===== src/rtl/mips_lsu_pkg.sv =====
// Shared types and helpers for the MIPS load/store unit.
package mips_lsu_pkg;

  localparam int WORD_W = 32;

  typedef enum logic [2:0] {
    LW  = 3'd0,
    LH  = 3'd1,
    LHU = 3'd2,
    LB  = 3'd3,
    LBU = 3'd4,
    SW  = 3'd5,
    SH  = 3'd6,
    SB  = 3'd7
  } lsu_op_t;

  typedef enum logic [2:0] {
    IDLE   = 3'd0,
    LOAD   = 3'd1,
    STORE  = 3'd2,
    RMW_RD = 3'd3,
    RMW_WR = 3'd4,
    DONE   = 3'd5
  } lsu_state_t;

  // Word ops need a 4-byte aligned address, halfword ops a 2-byte aligned one.
  function automatic logic is_misaligned(lsu_op_t op, logic [1:0] offset);
    case (op)
      LW, SW:       return offset != 2'b00;
      LH, LHU, SH:  return offset[0];
      default:      return 1'b0;
    endcase
  endfunction

endpackage


===== src/rtl/lsu_lane_align.sv =====
// Big-endian lane steering: extracts/extends load lanes and merges store lanes
// into a word. Purely combinational; shared by the LOAD and RMW_WR paths.
module lsu_lane_align
  import mips_lsu_pkg::*;
(
  input  lsu_op_t            op,
  input  logic [1:0]         offset,
  input  logic [WORD_W-1:0]  rd_word,
  input  logic [15:0]        wdata,
  output logic [WORD_W-1:0]  load_data,
  output logic [WORD_W-1:0]  store_word
);

  logic        [7:0]  byte_lane;
  logic        [15:0] half_lane;
  logic signed [7:0]  byte_s;
  logic signed [15:0] half_s;

  // Select the addressed byte/halfword; offset 0 is the most significant lane.
  always_comb begin
    byte_lane = rd_word[31:24];
    case (offset)
      2'd0: byte_lane = rd_word[31:24];
      2'd1: byte_lane = rd_word[23:16];
      2'd2: byte_lane = rd_word[15:8];
      2'd3: byte_lane = rd_word[7:0];
      default: byte_lane = rd_word[31:24];
    endcase
    half_lane = offset[1] ? rd_word[15:0] : rd_word[31:16];
    byte_s    = $signed(byte_lane);
    half_s    = $signed(half_lane);
  end

  // Load extension: signed ops replicate the lane MSB, unsigned ops pad zeros.
  always_comb begin
    load_data = rd_word;
    case (op)
      LB:      load_data = WORD_W'(byte_s);
      LBU:     load_data = {24'd0, byte_lane};
      LH:      load_data = WORD_W'(half_s);
      LHU:     load_data = {16'd0, half_lane};
      default: load_data = rd_word;
    endcase
  end

  // Store merge: replace only the target lane of the word read back from memory.
  always_comb begin
    store_word = rd_word;
    if (op == SB) begin
      case (offset)
        2'd0: store_word[31:24] = wdata[7:0];
        2'd1: store_word[23:16] = wdata[7:0];
        2'd2: store_word[15:8]  = wdata[7:0];
        2'd3: store_word[7:0]   = wdata[7:0];
        default: store_word = rd_word;
      endcase
    end else if (op == SH) begin
      if (offset[1]) store_word[15:0]  = wdata;
      else           store_word[31:16] = wdata;
    end
  end

endmodule


===== src/rtl/mips_load_store_unit.sv =====
// Load/store initiator between the CPU datapath and a word-wide data memory
// without byte enables; sub-word stores are done as read-modify-write.
module mips_load_store_unit
  import mips_lsu_pkg::*;
#(
  parameter int ADDR_W = 32
)(
  input  logic               clk,
  input  logic               reset,
  input  logic               req_valid,
  output logic               req_ready,
  input  lsu_op_t            req_op,
  input  logic [ADDR_W-1:0]  req_addr,
  input  logic [WORD_W-1:0]  req_wdata,
  output logic               resp_valid,
  output logic [WORD_W-1:0]  resp_rdata,
  output logic               resp_error,
  output logic [ADDR_W-1:0]  data_address,
  output logic               data_read,
  output logic               data_write,
  output logic [WORD_W-1:0]  data_writedata,
  input  logic [WORD_W-1:0]  data_readdata
);

  lsu_state_t          state, state_next;
  lsu_op_t             op_q;
  logic [ADDR_W-1:0]   addr_q;
  logic [WORD_W-1:0]   wdata_q;
  logic [WORD_W-1:0]   merge_q;
  logic [WORD_W-1:0]   rdata_q;
  logic                err_q;
  logic                accept;
  logic                misaligned;
  logic [WORD_W-1:0]   lane_word;
  logic [WORD_W-1:0]   load_data;
  logic [WORD_W-1:0]   store_word;

  assign accept     = req_valid && (state == IDLE);
  assign misaligned = is_misaligned(req_op, req_addr[1:0]);

  // During RMW_WR the lane aligner merges into the captured word; otherwise it
  // looks at the live memory read data.
  assign lane_word = (state == RMW_WR) ? merge_q : data_readdata;

  lsu_lane_align u_lane_align (
    .op         (op_q),
    .offset     (addr_q[1:0]),
    .rd_word    (lane_word),
    .wdata      (wdata_q[15:0]),
    .load_data  (load_data),
    .store_word (store_word)
  );

  // State register; reset aborts any operation, including a pending write.
  always_ff @(posedge clk or posedge reset) begin
    if (reset) state <= IDLE;
    else       state <= state_next;
  end

  // Next-state decode.
  always_comb begin
    state_next = state;
    case (state)
      IDLE: begin
        if (req_valid) begin
          if (misaligned) begin
            state_next = DONE;
          end else begin
            case (req_op)
              SW:      state_next = STORE;
              SH, SB:  state_next = RMW_RD;
              default: state_next = LOAD;
            endcase
          end
        end
      end
      LOAD:    state_next = DONE;
      STORE:   state_next = DONE;
      RMW_RD:  state_next = RMW_WR;
      RMW_WR:  state_next = DONE;
      DONE:    state_next = IDLE;
      default: state_next = IDLE;
    endcase
  end

  // Request latch, merge capture and load result register.
  always_ff @(posedge clk or posedge reset) begin
    if (reset) begin
      op_q    <= LW;
      addr_q  <= '0;
      wdata_q <= '0;
      merge_q <= '0;
      rdata_q <= '0;
      err_q   <= 1'b0;
    end else begin
      if (accept) begin
        op_q    <= req_op;
        addr_q  <= req_addr;
        wdata_q <= req_wdata;
        err_q   <= misaligned;
      end
      if (state == LOAD)   rdata_q <= load_data;
      if (state == RMW_RD) merge_q <= data_readdata;
    end
  end

  // Memory-side strobes decode purely from state so reset drops them at once.
  always_comb begin
    data_read      = 1'b0;
    data_write     = 1'b0;
    data_address   = '0;
    data_writedata = '0;
    case (state)
      LOAD, RMW_RD: begin
        data_read    = 1'b1;
        data_address = {addr_q[ADDR_W-1:2], 2'b00};
      end
      STORE: begin
        data_write     = 1'b1;
        data_address   = {addr_q[ADDR_W-1:2], 2'b00};
        data_writedata = wdata_q;
      end
      RMW_WR: begin
        data_write     = 1'b1;
        data_address   = {addr_q[ADDR_W-1:2], 2'b00};
        data_writedata = store_word;
      end
      default: ;
    endcase
  end

  assign req_ready  = (state == IDLE);
  assign resp_valid = (state == DONE);
  assign resp_error = (state == DONE) && err_q;
  assign resp_rdata = rdata_q;

endmodule


===== config.mk =====
export PLATFORM = sky130hd
export DESIGN_NAME = mips_load_store_unit
export DESIGN_NICKNAME = d
export VERILOG_FILES = /design/src/rtl/mips_lsu_pkg.sv /design/src/rtl/lsu_lane_align.sv /design/src/rtl/mips_load_store_unit.sv
export SDC_FILE = /design/constraint.sdc
export NUM_CORES = 1
export LEC_CHECK = 0
export ABC_AREA = 1
export ABC_CLOCK_PERIOD_IN_PS = 4520
export CORE_MARGIN = 5
export CORE_UTILIZATION = 50
export CTS_CLUSTER_DIAMETER = 30
export DETAILED_ROUTE_END_ITERATION = 7
export PLACE_DENSITY = 0.8
export RECOVER_POWER = 100
export SLEW_MARGIN = 15
export SYNTH_ARGS = -nofsm -noshare
export SYNTH_HDL_FRONTEND = slang
export SYNTH_SLANG_ARGS = --single-unit

===== constraint.sdc =====
create_clock -name clk -period 4.52 [get_ports clk]
set_input_delay 0.452 -clock clk [delete_from_list [all_inputs] [get_ports clk]]
set_output_delay 0.452 -clock clk [all_outputs]
set_load 0.05 [all_outputs]

* After elaboration in Yosys (flattened, before gate mapping)
Index checks and enable logic that the tools add are counted.
Operators by class: equal/unequal tests 20, reductions and logical operators 13, muxes and demuxes 21
Operator list (count):
- 32-bit 2-to-1 mux | 4
- 32-bit case mux with 4 select lines | 1
- 32-bit case mux with 2 select lines | 1
- 16-bit 2-to-1 mux | 3
- 8-bit 2-to-1 mux | 4
- 8-bit case mux with 4 select lines | 1
- 3-bit == test (second input constant) | 8
- 3-bit by 2-bit == test with 1-bit output (second input constant) | 5
- 3-bit by 1-bit == test with 1-bit output (second input constant) | 3
- 3-bit case mux with 3 select lines | 1
- 2-bit OR reduction | 4
- 3-bit zero test | 2
- 3-bit 2-to-1 mux | 2
- 3-bit OR reduction | 2
- 2-bit == test (second input constant) | 2
- 2-bit case mux with 2 select lines | 1
- 4-bit OR reduction | 1
- 2-bit by 1-bit == test with 1-bit output (second input constant) | 1
- 1-bit logical AND | 2
- 2-bit zero test | 1
- 1-bit 2-to-1 mux | 2
- 2-bit inequality test (second input constant) | 1
- 1-bit case mux with 2 select lines | 1
- 2-bit nonzero test | 1
Storage, ports and cells: word-level logic and storage cells 61, output and inout port bits 101, bits of input ports 102, bits in registers 135

* Logic depth before layout (Yosys ltp)
word-level depth 6, gate-level depth with buffers 12, depth with buffers taken out 11

* By module
A second synthesis with hierarchy kept.
Second synthesis, totals: cells, all modules 1237, area total of the unflattened synthesis 8202.9 µm²
Modules (own cells, without submodules):
- mips_load_store_unit | area each 6158.4 µm², sequential area each 3378.2 µm², times used 1, cells each 771
- lsu_lane_align | area each 2044.5 µm², sequential area each 0.0 µm², times used 1, cells each 466

* Least setup slack after synthesis
No wires, ideal clock.
kind register to output, start point reg state[2], end point out data_writedata[29], arrival time 2071 ps, slack 1997 ps, buffers on the path 2, required time 4068 ps, cell stages (with the launch flop) 6, path through dfrtp_1 buf_4 nor3_1 inv_1 clkbuf_1 o21ai_0
Between the ends: longest elaborated chain between the ends 6, elaborated cells between the ends (all ways) 8, classes of those cells eq/ne (2); mux (6)
Ends and longest elaborated chain:
- from (decl) | line mips_load_store_unit.sv:25 | lsu_state_t state, state_next;
- from (signal assigned) | line mips_load_store_unit.sv:57 | else state <= state_next;
- 3-bit == test | line mips_load_store_unit.sv:43, mips_load_store_unit.sv:113
- 32-bit 2-to-1 mux | line mips_load_store_unit.sv:43 | assign lane_word = (state == RMW_WR) ? merge_q : data_readdata;
- 16-bit 2-to-1 mux | line lsu_lane_align.sv:58 | if (offset[1]) store_word[15:0] = wdata;
- 32-bit 2-to-1 mux | line lsu_lane_align.sv:57 | end else if (op == SH) begin
- 32-bit 2-to-1 mux | line lsu_lane_align.sv:49 | if (op == SB) begin
- 32-bit case mux with 2 select lines * | line mips_load_store_unit.sv:113 | case (state)
- to (decl) | line mips_load_store_unit.sv:21 | output logic [WORD_W-1:0] data_writedata,
Mark *: on every way between the ends. The rest lies on a longest branch, timed or not.

* Final worst setup path
start point reg state[0], end point out data_writedata[21]
The elaborated chain is that of the path after synthesis.

==> metrics <==
run status complete, but fails checks; violations in the final reports capacitance limit, slew limit; Reg power frac 0.245; count of buffer and inverter cells on the critical path 1; average cell area after synthesis between 7 and 8 µm²; Ant. Diodes 0; total setup buffers inserted after CTS 0; Crit path top cell by count nand2_1; Placed Instances roughly 1500; area of the die 18580 µm²; wire length per cell between 15 and 20 µm; internal power summed over all cells 4.217 mW; f_max 0.2456 GHz; Final Max Tran Viols 163; post-route minimum period 4.072 ns; vias in the first global route roughly 7600; Avg Vias per Cell around 5.2; area of the mapped netlist approximately 8000 µm²; crit path launch type flop; overall routed net length around 25000 µm; source of the worst hold timing path resp_rdata[13]$_DFFE_PP0P_; Max Root-Sink Buffers 2; Detailed Routing Iterations Pass 1 6; H-tree lvl count 4; Worst Reg2Reg Path Length in Cells 10; setup slack of the worst register-to-register path around 0.52 ns; clock tree sinks about 140; Top-Level Pins between 200 and 250; cell area power density roughly 860 nW/µm²; starting utilization of the core area 0.5057; switching power summed over all nets 4.720 mW; clock power share 0.151; number of nets in the final layout approximately 1400; terminus of the critical flop-to-flop path resp_rdata[4]$_DFFE_PP0P_; Cell Count, Final, Fillers Out 1528; Switching Share 0.5282; slowest cell on the critical path o21ai_0; area taken by multi-input logic gates about 3600 µm²; r2r startpoint op_q[1]$_DFFE_PP0P_; Critical Path, Cell by Cell nor2_4 -> nand2_4 -> o21ai_0 -> nand2_1 -> o211ai_1 -> nand2_1 -> o22ai_1 -> clkdlybuf4s50_1; Chip Height roughly 140 µm; worst hold path stage count 2; global-route wire length before repair 38740 µm; dpl cell area ~10000 µm²; Core Region roughly 16000 µm²; die width between 100 and 150 µm; highest cell delay on the worst timing path ~0.86 ns; VDD IR max approximately 0.49 mV; maximum number of pins on one net before global-route repair 105; crit-path leading delay family compound AO/OA/AOI/OAI gates; hold crit path type flop to flop; initial antenna violation count 0; final design area excluding fillers 10440 µm²; total of endpoints with negative setup slack in the final report 0; top cells by area, synth dfrtp_1, nand2_1, o21ai_0, inv_1, nand3_1; post-synthesis to final-layout area growth 30.86%; TritonCTS clock tree built; share of post-route cells with drive strength above 1 0.05869; cells resized by post-CTS repair 0; Post-Route Skew between 0.008 and 0.009 ns; residual antenna-violating net count after detailed routing 0; worst slew pin tran about 2.6 ns; sequential share of the synthesized area 0.4236; clock transition at the registers of the reported paths 0.06 ns; number of cell rows 46; number of buffers created by CTS 17; unrepaired setup endpoints after global routing no; final-report hold violation count 0; Crit path required time 4.07 ns; clock root cell clkbuf_16; count of state elements after synthesis about 140; kind of critical path flop to primary output; total routing resource utilization after global routing 0.2680; Fin Setup TNS 0 ns; share of Yosys cell area claimed by the top area cell type 0.4236; Port Buffer Count 200; LEAKAGE 5.281 nW; Clock Latency Late Sink ~0.42 ns; starting DRC count in detailed routing roughly 820; DP Wirelength between 15000 and 20000 µm; Max transition margin -0.7122; final clock period utilization by the worst path 0.9009; remaining global-route overflow 0; highest fanout seen on the critical path 63; combinational power share 0.604; number of buffers inserted by hold repair at cts 0; Filler Cell Count roughly 1400; Synth warnings 0; weighted congestion reported at the end of routability-driven placement around 0.95; number of distinct library cells after synthesis 39; number of instances in the synthesized netlist about 1100; maxcap violations 3; routed vias between 7000 and 8000; utilization after layout 0.6618; Pwr Total 8.937 mW; launch point of the worst path state[0]$_DFFE_PP0P_; WHS Endpoint resp_rdata[13]$_DFFE_PP0P_; arrival time at the worst endpoint about 3.6 ns; most area-hungry cell type in the Yosys netlist dfrtp_1; Post-route DRC 0; endpoint type of the worst setup path primary output; Reg area roughly 3400 µm²
## cell families after synthesis
kind of cell,count (synthesis),share of synthesized area
buf+inv,214,0.1184
compound gates,241,0.1701
other cells,1,0.0004702
flops,135,0.4236
xor+xnor,1,0.001098
simple gates,544,0.2863
## through the flow
| step | hold slack, ns | setup slack [ns] |
|---|---|---|
| after floorplan | 0.4414 | 0.4569 |
| after global placement | 0.4543 | 1.028 |
| after detailed placement | 0.4577 | 0.9450 |
| after CTS | 0.4736 | 0.4925 |
| after global routing | 0.4846 | 0.2313 |
| final | 0.4677 | 0.4479 |
## metal layers
layer / wire (µm) / global-route usage
met4: 901 / 0.1198
met3: 2607 / 0.08438
met2: 11640 / 0.4296
met1: 9534 / 0.3323
met5: 0 / 0
## worst max-delay path by stage
stage,slack [ns],to,depth (start not counted)
3_3_place_gp,1.03,data_address[6],7
4_1_cts,0.49,data_address[18],7
5_1_grt,0.23,resp_rdata[4]$_DFFE_PP0P_,10
6_report,0.45,data_writedata[21],8
2_1_floorplan,0.46,addr_q[0]$_DFFE_PP0P_,1
3_5_place_dp,0.94,data_address[30],7
## power groups by stage
stage | combinational, mW | clock, mW | sequential (mW)
2_1_floorplan | 3.60 | 0 | 2.56
3_3_place_gp | 5.47 | 0 | 2.18
3_5_place_dp | 5.56 | 0 | 2.20
4_1_cts | 5.59 | 1.36 | 2.19
5_1_grt | 5.88 | 1.43 | 2.26
6_report | 5.40 | 1.35 | 2.19
## sequential cells by signal (all words and copies together), names as in the netlist
name and flops:
op_q 3, resp_rdata 32, addr_q 32, err_q 1
merge_q 32, wdata_q 32, state 3
## Yosys cell counts, drive strengths merged
library cell  instances
nand2               394
o21ai               162
inv                 142
dfrtp               135
nor2                 58
nand3                56
buf                  45
a21oi                39
o211ai               27
or2                  25
clkbuf               24
o22ai                 8
nor3                  7
clkinv                3
a21boi                2
a22oi                 2
and2                  2
a31oi                 1
and3                  1
conb                  1
nand4                 1
xnor2                 1
## cell type report
class	instances	share of cell area
Inverter	145	0.05227
Clock buffer	23	0.04484
Multi-Input combinational cell	788	0.3443
Clock inverter	9	0.009591
Timing Repair Buffer	212	0.1994
Sequential cell	135	0.3237
Tap cell	216	0.02590
## cell usage in the layout (no fill, tap or decap), types with 3 or more instances in the layout
cell type        count
clkdlybuf4s50_1    105
or2_2               18
a21oi_1             39
buf_4                8
dlygate4sd3_1       95
nand2_1            393
o21ai_2              7
o21ai_0            130
dfrtp_1            135
clkbuf_16           17
nand3_1             55
nor2_1              54
inv_1              139
o22ai_1              8
clkinv_2             5
o21ai_1             25
nor3_1               5
clkbuf_2             3
clkinv_1             3
or2_1                6
clkbuf_1             5
o211ai_1            26
## worst min-delay path, delay by kind of cell, from the launching register on
| kind | cells | cell delay (ns) |
|---|---|---|
| flip-flops | 1 | 0.33 |
| AND/OR/NAND/NOR | 2 | 0.10 |
No activity file was read; power rests on OpenSTA's default activity.
